### src/rtl/bomb_pkg.sv
// Shared types and default timing constants for the bomb sprite sequencer.
package bomb_pkg;

  typedef enum logic [1:0] {
    IDLE    = 2'd0,
    ARMED   = 2'd1,
    EXPLODE = 2'd2
  } bomb_state_t;

  localparam int BOMB_FUSE_FRAMES    = 180;
  localparam int BOMB_BLINK_FRAMES   = 15;
  localparam int BOMB_EXPLODE_FRAMES = 30;

endpackage

### src/rtl/bomb_tick_counter.sv
// Frame-tick counter with a registered flag that is high while the count sits at TERM-1.
// Clear wins over en; a tick taken at the terminal count wraps back to zero.
module bomb_tick_counter #(
  parameter int TERM = 2
) (
  input  logic clk,
  input  logic rst,
  input  logic clear,
  input  logic en,
  output logic terminal
);

  localparam int W = (TERM > 1) ? $clog2(TERM) : 1;
  localparam logic [W-1:0] LAST = W'(TERM - 1);
  localparam logic TERM_AT_ZERO = (LAST == '0);

  logic [W-1:0] cnt_q, cnt_d;
  logic         terminal_q, terminal_d;

  always_comb begin
    cnt_d      = cnt_q;
    terminal_d = terminal_q;
    if (clear) begin
      cnt_d      = '0;
      terminal_d = TERM_AT_ZERO;
    end else if (en) begin
      if (terminal_q) begin
        cnt_d      = '0;
        terminal_d = TERM_AT_ZERO;
      end else begin
        cnt_d      = cnt_q + W'(1);
        terminal_d = ((cnt_q + W'(1)) == LAST);
      end
    end
  end

  always_ff @(posedge clk or posedge rst) begin
    if (rst) begin
      cnt_q      <= '0;
      terminal_q <= TERM_AT_ZERO;
    end else begin
      cnt_q      <= cnt_d;
      terminal_q <= terminal_d;
    end
  end

  assign terminal = terminal_q;

endmodule

### src/rtl/bomb_ctrl.sv
// Bomb sprite sequencer: place -> fuse countdown with blink -> explosion -> idle.
// All outputs registered, 1 cycle after the accepting/terminal edge; no backpressure.
module bomb_ctrl
  import bomb_pkg::*;
#(
  parameter int FUSE_FRAMES    = BOMB_FUSE_FRAMES,
  parameter int BLINK_FRAMES   = BOMB_BLINK_FRAMES,
  parameter int EXPLODE_FRAMES = BOMB_EXPLODE_FRAMES
) (
  input  logic       clk,
  input  logic       rst,
  input  logic       frame_tick,
  input  logic       place_req,
  input  logic [9:0] place_x,
  input  logic [9:0] place_y,
  input  logic       detonate,
  output logic       place_ack,
  output logic [9:0] posx,
  output logic [9:0] posy,
  output logic       pos,
  output logic       active,
  output logic       exploding,
  output logic       explode_pulse,
  output logic       done
);

  bomb_state_t state_q, state_d;
  logic [9:0]  posx_q, posx_d, posy_q, posy_d;
  logic        pos_q, pos_d;
  logic        ack_q, ack_d;
  logic        active_q, active_d;
  logic        exploding_q, exploding_d;
  logic        pulse_q, pulse_d;
  logic        done_q, done_d;

  logic clr_arm, clr_exp, fuse_en, blink_en, exp_en, go_exp;
  logic fuse_term, blink_term, exp_term;

  bomb_tick_counter #(.TERM(FUSE_FRAMES)) u_fuse (
    .clk(clk), .rst(rst), .clear(clr_arm), .en(fuse_en), .terminal(fuse_term)
  );

  bomb_tick_counter #(.TERM(BLINK_FRAMES)) u_blink (
    .clk(clk), .rst(rst), .clear(clr_arm), .en(blink_en), .terminal(blink_term)
  );

  bomb_tick_counter #(.TERM(EXPLODE_FRAMES)) u_explode (
    .clk(clk), .rst(rst), .clear(clr_exp), .en(exp_en), .terminal(exp_term)
  );

  always_comb begin
    state_d  = state_q;
    posx_d   = posx_q;
    posy_d   = posy_q;
    pos_d    = pos_q;
    ack_d    = 1'b0;
    pulse_d  = 1'b0;
    done_d   = 1'b0;
    clr_arm  = 1'b0;
    clr_exp  = 1'b0;
    fuse_en  = 1'b0;
    blink_en = 1'b0;
    exp_en   = 1'b0;
    go_exp   = 1'b0;

    case (state_q)
      IDLE: begin
        if (place_req) begin
          state_d = ARMED;
          posx_d  = place_x;
          posy_d  = place_y;
          pos_d   = 1'b0;
          ack_d   = 1'b1;
          clr_arm = 1'b1;
        end
      end
      ARMED: begin
        // A detonate swallows a coincident tick entirely.
        if (detonate) begin
          go_exp = 1'b1;
        end else if (frame_tick) begin
          fuse_en  = 1'b1;
          blink_en = 1'b1;
          if (blink_term) pos_d = ~pos_q;
          if (fuse_term)  go_exp = 1'b1;
        end
      end
      EXPLODE: begin
        if (frame_tick) begin
          if (exp_term) begin
            state_d = IDLE;
            done_d  = 1'b1;
          end else begin
            exp_en = 1'b1;
          end
        end
      end
      default: state_d = IDLE;
    endcase

    if (go_exp) begin
      state_d = EXPLODE;
      pos_d   = 1'b0;
      pulse_d = 1'b1;
      clr_exp = 1'b1;
    end
  end

  assign active_d    = (state_d != IDLE);
  assign exploding_d = (state_d == EXPLODE);

  always_ff @(posedge clk or posedge rst) begin
    if (rst) begin
      state_q     <= IDLE;
      posx_q      <= '0;
      posy_q      <= '0;
      pos_q       <= 1'b0;
      ack_q       <= 1'b0;
      active_q    <= 1'b0;
      exploding_q <= 1'b0;
      pulse_q     <= 1'b0;
      done_q      <= 1'b0;
    end else begin
      state_q     <= state_d;
      posx_q      <= posx_d;
      posy_q      <= posy_d;
      pos_q       <= pos_d;
      ack_q       <= ack_d;
      active_q    <= active_d;
      exploding_q <= exploding_d;
      pulse_q     <= pulse_d;
      done_q      <= done_d;
    end
  end

  assign place_ack     = ack_q;
  assign posx          = posx_q;
  assign posy          = posy_q;
  assign pos           = pos_q;
  assign active        = active_q;
  assign exploding     = exploding_q;
  assign explode_pulse = pulse_q;
  assign done          = done_q;

endmodule

### config.mk
export PLATFORM = sky130hd
export DESIGN_NAME = bomb_ctrl
export DESIGN_NICKNAME = d
export VERILOG_FILES = /design/src/rtl/bomb_pkg.sv /design/src/rtl/bomb_tick_counter.sv /design/src/rtl/bomb_ctrl.sv
export SDC_FILE = /design/constraint.sdc
export NUM_CORES = 1
export LEC_CHECK = 0
export ABC_AREA = 1
export CORE_MARGIN = 4
export CORE_UTILIZATION = 35
export CTS_BUF_LIST = sky130_fd_sc_hd__clkbuf_16
export DETAILED_ROUTE_END_ITERATION = 8
export PLACE_DENSITY = 0.69
export SLEW_MARGIN = 5
export SYNTH_ARGS = -nofsm -noshare
export SYNTH_HDL_FRONTEND = slang
export SYNTH_SLANG_ARGS = --single-unit
### constraint.sdc
create_clock -name clk -period 1.8 [get_ports clk]
set_input_delay 0.18 -clock clk [delete_from_list [all_inputs] [get_ports clk]]
set_output_delay 0.18 -clock clk [all_outputs]
set_load 0.01 [all_outputs]
==> results.py, run 1 <==
metrics = {
    "run_status": {
        "status": "completed",
    },
    "power": {
        "clkPwrFrac_pct": 27.4,
        "p_leak_nw": 1.40,
        "p_int_mw": 2.91,
        "power_switching_mw": 1.33,
        "power_mw": 4.24,
        "comb_power_share_pct": 34.2,
        "pwr_density_cell_mw_per_mm2": 1440,
        "swShare_pct": 31.4,
        "ir_worst_vdd_uv": 579,
        "power_frac_seq_pct": 38.4,
    },
    "timing": {
        "setup_viol": 0,
        "fmax_mhz": 716,
        "fin_tns_setup_ns": 0,
        "finalMaxSlewViolations": 0,
        "worstMarginPinSlew_ns": 0.258,
        "rsz0062_at_grt": "no",
        "clock_skew_ns": 0.00355,
        "timing.final.crit_period_ns": 1.40,
        "hold_violations": 0,
        "slew_headroom_pct": 82.8,
        "period_share_pct": 77.6,
    },
    "setup_path": {
        "critPathKind": "register to primary output",
        "cp_top_family": "buffers and inverters",
        "cp_num_buf_inv": 1,
        "crit_fanout": 3,
        "cp.required_ns": 1.62,
        "cp_cell_sequence": "clkdlybuf4s50_1",
        "end_kind": "primary output",
        "cpMaxStageDelayCell": "clkdlybuf4s50_1",
        "arrival_ns": 1.22,
        "start_kind": "register",
        "max_stage_delay_ns": 0.55,
    },
    "hold_path": {
        "worstHoldPathType": "input port to asynchronous set/reset pin",
    },
    "final_layout": {
        "n_fill_cell": 558,
        "diodes": 0,
        "drive_gt1_share_pct": 6.58,
        "layout-area-overhead-vs-synth_pct": 36.6,
        "seq_area_mm2": 0.00120,
        "multi_input_area_um2": 842,
        "fin_nets": 335,
    },
    "synth": {
        "netlist_area_mm2": 0.00215,
        "yosys-top-cells-area": "dfrtp_1 56%, nand2_1 17%, nand3_1 3.7%",
        "ys_seq_area_share_pct": 55.7,
        "avgSynthCellArea_um2": 8.65,
        "synth_ff_type": "dfrtp_1",
        "yosysMostFrequentCell": "nand2_1",
        "synth_top_family_by_area": "simple AND/OR/NAND/NOR gates",
        "ys_top_cells_by_count": "97 x nand2_1, 48 x dfrtp_1, 21 x inv_1, 16 x nand3_1, 15 x o21ai_0",
        "synth_fp_nets": 280,
        "synth_compound_area_share_pct": 6.16,
        "yosysTopAreaCell": "dfrtp_1",
        "synth_fa_ha_area_share_pct": 3.48,
        "synth_cell_types": 22,
        "muxShareOfSynthArea_pct": 0,
        "synth_xor_area_share_pct": 2.44,
        "syn_inst": 249,
        "yosysWarnings": 0,
        "synth_edf_count": 0,
        "synth_seq_cells": 48,
        "synth-simple-area-share_pct": 27.0,
        "synth_top_area_share_pct": 55.7,
        "async_reset_ff_share_pct": 100,
    },
    "global_routing": {
        "antenna_found_initial": 0,
        "grt_pass1_wl_um": 7870,
        "grt_max_degree": 49,
        "grt_overflow": 0,
        "track_usage_pct": 13.3,
        "grt_pass1_vias": 1777,
    },
    "die": {
        "io_pins": 51,
        "rows": 28,
        "initial_core_util_pct": 36.2,
        "die_y_um": 86.5,
        "die_x_um": 86.5,
        "dieArea_mm2": 0.00748,
        "coreArea_mm2": 0.00596,
    },
    "cts": {
        "post_cts_buffers": 0,
        "clock-sinks": 48,
        "tritoncts.num_buffers": 5,
        "htreeDepth": 2,
        "cts_tree": "done",
        "cts-resized-gates": 0,
        "cts-root-buf": "clkbuf_16",
        "holdBufCountCts": 0,
        "cts_buffer_depth": 2,
        "path_clk_slew_ns": 0.06,
        "clk_latency_ns": 0.28,
    },
    "detailed_routing": {
        "drt-pass1-iter-count": 4,
        "avgViaCountPerCell": 4.63,
        "vias": 1753,
        "drc": 0,
        "avgRoutedWirePerCell_um": 11.7,
        "drt-initial-drc-count": 75,
        "wirelength_um": 4420,
        "postRouteAntennaNets": 0,
    },
    "place": {
        "finalWeightedCongestion": 0.784,
        "io_buffers": 50,
        "hpwl_um": 3200,
    },
    "run": {
        "max_cap_violations": 0,
    },
}
registers in the layout, summed over array words and instances, names as in the netlist, 2 cells and up:
register and flops:
posx 10, posy 10, state_q 2, u_blink.cnt_q 4
u_explode.cnt_q 5, u_fuse.cnt_q 8
layout make-up:
class | count | share of cell area (%)
inverter | 23 | 2.93
timing repair buffer | 53 | 18.2
clock buffer | 5 | 4.25
clock inverter | 2 | 2.04
tap | 75 | 3.19
multi-input combinational | 173 | 28.6
sequential | 48 | 40.8
power by group through the flow:
stage / registers [mW] / clock network, mW / logic, mW
floorplan: 1.73 / 0 / 0.615
global placement: 1.64 / 0 / 1.46
detailed placement: 1.63 / 0 / 1.48
CTS: 1.63 / 1.19 / 1.48
global route: 1.68 / 1.23 / 1.64
finish: 1.63 / 1.16 / 1.45
stage by stage:
| stage | area (um^2) | std cells | hold slack, ns | setup WS [ns] | utilization [%] |
|---|---|---|---|---|---|
| after floorplan | 2150 | 249 | 0.290 | 0.476 | - |
| after global placement | 2760 | 372 | 0.461 | 0.294 | 46.3 |
| after detailed placement | 2760 | 372 | 0.464 | 0.254 | 46.3 |
| after CTS | 2940 | 379 | 0.271 | 0.370 | 49.4 |
| after global routing | 2940 | 379 | 0.285 | 0.278 | 49.4 |
| final | 2940 | 379 | 0.242 | 0.403 | 49.4 |
cells by family (layout without fill, tap and decap cells):
group / after synthesis / in the layout
compound gates: 24 / 24
buf+inv: 28 / 83
fa+ha+maj: 6 / 6
simple gates: 137 / 137
flops: 48 / 48
xor+xnor: 6 / 6
per-layer routing:
metal	global-route usage (%)	vias up	part of all wire, %
met1	18.0	801	49
met2	20.7	49	44
met5	0	-	0
met3	2.57	9	4.3
li1	-	894	-
met4	5.81	0	2.2
cell usage in the layout (no fill, tap or decap):
cell	n
a21oi_1	1
a31o_2	1
buf_12	1
buf_4	2
bufinv_16	2
clkbuf_16	5
clkdlybuf4s50_1	50
dfrtp_1	48
ha_1	6
inv_1	20
inv_2	3
nand2_1	97
nand2_2	2
nand3_1	16
nand3_2	2
nand4_1	4
nor2_1	11
nor2_4	2
nor3_1	2
o21ai_0	15
o21ai_1	2
o21bai_1	2
o22ai_1	3
or2_1	1
xnor2_1	3
xor2_1	3
worst paths after layout:
check                                start                  to  slack [ns]  cells past startpoint
max                                    pos                 pos        0.40                      1
min                                    rst             posx[5]        0.24                      3
max reg2reg                u_fuse.cnt_q[1]     u_fuse.terminal        0.41                      7
min reg2reg                        posy[8]             posy[8]        0.48                      2
max in group asynchronous              rst  u_explode.cnt_q[0]        1.31                      3
min in group clk                place_x[2]             posx[2]        0.43                      3
Note: power is estimated with default switching activity, not from simulation.
==> run 2, diff against run 1 <==
- PLACE_DENSITY: 0.69 -> 0.71
- clock period: 1.8 -> 1.22 ns (I/O delays scaled with it)
==> run 2 against run 1 <==
Flip-flop and latch count unchanged. First-iteration DRC count down 20%. Worst setup slack worse by 0.40 ns. Cell count up 6.6%. Die area unchanged. Non-clock buffer count up 23. Critical path depth up 6. Clock-buffer cell count unchanged. Worst hold slack worse by 0.0061 ns. Global-route usage up 0.78 points. Total power up 55%.
==> results.py, run 2 (synthesis results as in run 1) <==
metrics = {
    "die": {
        "io_pins": 51,
        "die_y_um": 86.5,
        "die_x_um": 86.5,
        "initial_core_util_pct": 36.2,
        "rows": 28,
        "dieArea_mm2": 0.00748,
        "coreArea_mm2": 0.00596,
    },
    "setup_path": {
        "start_kind": "register",
        "cp_cell_sequence": "inv_2, nor2_4, buf_12, nand2_8, nand2_4, buf_4, o21ai_0",
        "crit_fanout": 7,
        "path_depth": 7,
        "end_kind": "register",
        "cp.required_ns": 1.43,
        "max_stage_delay_ns": 0.40,
        "critPathKind": "register to register",
        "cp_num_buf_inv": 3,
        "regToRegSetupSlack_ns": 0.002,
        "cp_top_family": "buffers and inverters",
        "arrival_ns": 1.43,
        "cpMaxStageDelayCell": "dfrtp_1",
        "rr_worst_depth": 7,
    },
    "detailed_routing": {
        "avgRoutedWirePerCell_um": 12.8,
        "avgViaCountPerCell": 4.76,
        "postRouteAntennaNets": 0,
        "drt-pass1-iter-count": 6,
        "wirelength_um": 5160,
        "vias": 1925,
        "drc": 0,
        "drt-initial-drc-count": 60,
    },
    "final_layout": {
        "layout-area-overhead-vs-synth_pct": 53.4,
        "drive_gt1_share_pct": 22.5,
        "final_cell_mix": "89 x nand2_1, 46 x dfrtp_1, 26 x dlygate4sd2_1, 23 x clkdlybuf4s50_1, 19 x buf_4",
        "final_common_cell": "nand2_1",
        "n_fill_cell": 538,
        "fin_cells": 404,
        "fin_nets": 359,
        "diodes": 0,
    },
    "cts": {
        "holdBufCountCts": 0,
        "cts_tree": "done",
        "path_clk_slew_ns": 0.07,
        "clock-sinks": 48,
        "tritoncts.num_buffers": 5,
        "cts-root-buf": "clkbuf_16",
        "htreeDepth": 2,
        "clk_latency_ns": 0.29,
        "cts_buffer_depth": 2,
    },
    "timing": {
        "setup_viol": 0,
        "worstMarginPinSlew_ns": 0.318,
        "rsz0062_at_grt": "yes",
        "timing.final.crit_period_ns": 1.22,
        "fmax_mhz": 821,
        "period_share_pct": 99.8,
        "setup_ws_ns": 0.00238,
        "finalMaxSlewViolations": 0,
        "timing.hold.ws_ns": 0.236,
        "slew_headroom_pct": 78.7,
        "clock_skew_ns": 0.00400,
        "hold_violations": 0,
    },
    "global_routing": {
        "grt-busiest-layer": "met2",
        "grt_pass1_vias": 1912,
        "use_met1_pct": 16.7,
        "grt_pass1_wl_um": 8370,
        "globalRouteMet3Util_pct": 3.04,
        "antenna_found_initial": 0,
        "track_usage_pct": 14.1,
        "grt_util_met2_pct": 25.2,
        "grt_overflow": 0,
        "grt_max_degree": 49,
    },
    "power": {
        "ir_worst_vdd_uv": 1070,
        "p_leak_nw": 1.59,
        "pwr_density_cell_mw_per_mm2": 1990,
    },
    "place": {
        "dp_slack_ns": -0.230,
        "finalWeightedCongestion": 0.848,
        "io_buffers": 50,
        "hpwl_um": 3610,
        "place_inst": 390,
    },
    "hold_path": {
        "worstHoldPathType": "input port to asynchronous set/reset pin",
    },
    "run_status": {
        "status": "completed",
    },
    "run": {
        "max_cap_violations": 0,
    },
}
[run 2: power by group]
group / switching, mW / internal, mW / total, mW
Combinational: 1.38 / 1.25 / 2.62
Sequential: 0.278 / 2.08 / 2.35
Clock: 0.618 / 0.974 / 1.59
Total: 2.27 / 4.30 / 6.57
[run 2: path summary, 6_finish.rpt]
kind / endpoint / from
worst max-delay path: u_fuse.cnt_q[3] / state_q[0]
worst max register to register: u_fuse.cnt_q[3] / state_q[0]
worst min register to register: posx[4] / posx[4]
max in group asynchronous: u_fuse.cnt_q[2] / rst
min in group clk: posx[7] / place_x[7]
worst min-delay path: explode_pulse / rst
[run 2: final cells by class]
type	instances	area, um^2	share of cell area, %
repair buffers	76	727	22.0
clock buffers	5	125	3.79
well taps	75	93.8	2.84
clock inverters	3	46.3	1.40
flip-flops and latches	48	1200	36.4
inverters	23	92.6	2.80
multi-input cells	174	1020	30.7
[run 2: worst register-to-register path, cell delays in order, from the launching register on]
cell	delay, ns
dfrtp_1	0.40
inv_2	0.13
nor2_4	0.06
buf_12	0.14
nand2_8	0.07
nand2_4	0.06
buf_4	0.14
o21ai_0	0.14
[run 2: metal layers]
layer  up-vias  part of all wire (%)
li1        958                     -
met1       923                    43
met2        36                    52
met3         8                   3.5
met4         0                   1.6
met5         -                     0
[run 2: what timing repair did]
action	in CTS	in global routing
endpoints found under the setup margin	45	27
buffers inserted	0	5
gates resized for setup	31	48
pin swaps	1	17
cloned	0	1
[run 2: through the flow]
| stage | cell area (um^2) | util (%) | total power [mW] | setup TNS, ns |
|---|---|---|---|---|
| after floorplan | 2160 | - | 3.47 | 0 |
| after global routing | 3300 | 55.5 | 6.99 | -0.610 |
| after CTS | 3080 | 51.8 | 6.28 | 0 |
| after detailed placement | 2920 | 49.1 | 4.93 | -6.75 |
| after global placement | 2920 | 49.1 | 4.85 | -5.67 |
| final | 3300 | 55.5 | 6.57 | 0 |
==> run 3, diff against run 2 <==
- CORE_MARGIN: 4 -> not set
==> run 3 against run 2 <==
The flow now finishes with violations (setup timing). Total power shrank 1.2%. Worst hold slack got worse by 0.0046 ns. Via count decreased by 3.7%. Worst setup slack worse by 0.047 ns. Sequential power is essentially flat. Clock power about the same.
==> results.py, run 3 (synthesis results as in run 1) <==
metrics = {
    "power": {
        "power_mw": 6.49,
        "clkPwrFrac_pct": 24.4,
        "p_int_mw": 4.27,
        "comb_power_share_pct": 39.2,
        "power_frac_seq_pct": 36.3,
        "pwr_density_cell_mw_per_mm2": 2000,
        "power_switching_mw": 2.22,
        "p_leak_nw": 1.58,
        "ir_worst_vdd_uv": 969,
        "swShare_pct": 34.2,
    },
    "detailed_routing": {
        "wirelength_um": 4930,
        "avgRoutedWirePerCell_um": 12.3,
        "vias": 1854,
        "avgViaCountPerCell": 4.61,
        "drt-initial-drc-count": 120,
        "drt-pass1-iter-count": 4,
        "postRouteAntennaNets": 0,
        "drc": 0,
    },
    "final_layout": {
        "n_fill_cell": 534,
        "diodes": 0,
        "final_area_mm2": 0.00325,
        "final_common_cell": "nand2_1",
        "drive_gt1_share_pct": 19.9,
        "layout-area-overhead-vs-synth_pct": 50.9,
        "fin_nets": 357,
        "fin_util_pct": 54.9,
        "final_cell_mix": "93 x nand2_1, 47 x dfrtp_1, 26 x dlygate4sd2_1, 24 x clkdlybuf4s50_1, 17 x inv_1",
        "fin_cells": 402,
        "seq_area_mm2": 0.00120,
        "multi_input_area_um2": 965,
    },
    "place": {
        "hpwl_um": 3210,
        "place_area_mm2": 0.00289,
        "finalWeightedCongestion": 0.824,
        "dp_slack_ns": -0.230,
        "io_buffers": 50,
        "place_inst": 387,
    },
    "run_status": {
        "status": "complete, but fails checks",
        "violations": "setup timing",
    },
    "cts": {
        "htreeDepth": 2,
        "clk_latency_ns": 0.29,
        "cts_buffer_depth": 2,
        "cts-root-buf": "clkbuf_16",
        "clock-sinks": 48,
        "cts_tree": "done",
        "path_clk_slew_ns": 0.07,
        "holdBufCountCts": 0,
        "tritoncts.num_buffers": 5,
    },
    "timing": {
        "fin_tns_setup_ns": -0.113,
        "slew_headroom_pct": 79.4,
        "setup_viol": 5,
        "timing.final.crit_period_ns": 1.27,
        "hold_violations": 0,
        "fmax_mhz": 791,
        "period_share_pct": 104,
        "clock_skew_ns": 0.00562,
        "setup_ws_ns": -0.0450,
        "rsz0062_at_grt": "yes",
        "finalMaxSlewViolations": 0,
        "worstMarginPinSlew_ns": 0.309,
        "timing.hold.ws_ns": 0.232,
    },
    "setup_path": {
        "cp_top_family": "simple AND/OR/NAND/NOR gates",
        "cp_num_buf_inv": 1,
        "critPathKind": "register to register",
        "cp_cell_sequence": "inv_2, nor2_4, nand2_4, nand2_8, nor2_1, o21bai_1",
        "arrival_ns": 1.44,
        "max_stage_delay_ns": 0.36,
        "crit_fanout": 10,
        "start_kind": "register",
        "cp.required_ns": 1.39,
        "cpMaxStageDelayCell": "dfrtp_1",
        "end_kind": "register",
    },
    "global_routing": {
        "grt_pass1_vias": 1756,
        "grt_overflow": 0,
        "grt_pass1_wl_um": 7800,
        "antenna_found_initial": 0,
        "track_usage_pct": 16.0,
        "grt_max_degree": 49,
    },
    "die": {
        "die_x_um": 80.5,
        "initial_core_util_pct": 36.4,
        "dieArea_mm2": 0.00647,
        "io_pins": 51,
        "rows": 28,
        "coreArea_mm2": 0.00592,
        "die_y_um": 80.5,
    },
    "run": {
        "max_cap_violations": 0,
    },
    "hold_path": {
        "worstHoldPathType": "input port to asynchronous set/reset pin",
    },
}
run 3: cell count changes in the layout (fill, tap and decap cells not counted), moves of 3 or more:
cell     previous run  this run
nor2_4              5         2
nand2_2             8         4
o21ai_1             9        12
o21ai_0             7         4
nand2_1            89        93
buf_4              19        16
run 3: layout make-up:
type                            instances  area share [%]
Clock buffer                            5            3.85
Clock inverter                          3            1.42
Inverter                               23            2.92
Multi-Input combinational cell        173            29.7
Sequential cell                        48            37.0
Tap cell                               75            2.89
Timing Repair Buffer                   75            22.3
run 3: worst min-delay path: stages:
cell and delay [ns]:
clkdlybuf4s50_1 0.44, clkinvlp_4 0.09, buf_12 0.24
run 3: timing repair:
action                                  in CTS  in global routing
gates resized for setup                     30                 45
pin swaps                                    0                 12
cloned                                       0                  1
endpoints found under the hold margin        0                  0
buffers inserted                             0                  6
endpoints found under the setup margin      27                 40
run 3: power groups by stage:
stage,Clock (mW),Combinational [mW],Sequential [mW]
2_1_floorplan,0,0.909,2.56
3_3_place_gp,0,2.39,2.37
3_5_place_dp,0,2.45,2.37
4_1_cts,1.62,2.20,2.34
5_1_grt,1.69,2.82,2.43
6_report,1.59,2.55,2.36
run 3: worst paths after layout:
kind	cells past startpoint	startpoint	slack (ns)	to
max	6	state_q[0]	-0.05	u_fuse.terminal
min	3	rst	0.23	u_explode.cnt_q[0]
max reg2reg	6	state_q[0]	-0.05	u_fuse.terminal
min reg2reg	2	posy[2]	0.46	posy[2]
max in group asynchronous	3	rst	0.76	u_fuse.cnt_q[2]
min in group clk	3	place_x[3]	0.36	posx[3]
run 3: metal layers:
layer	track usage (%)	share of wire, %	vias to the layer above
li1	-	-	946
met1	19.8	45	858
met2	26.4	49	44
met3	4.43	4.3	6
met4	5.89	1.7	0
met5	0	0	-
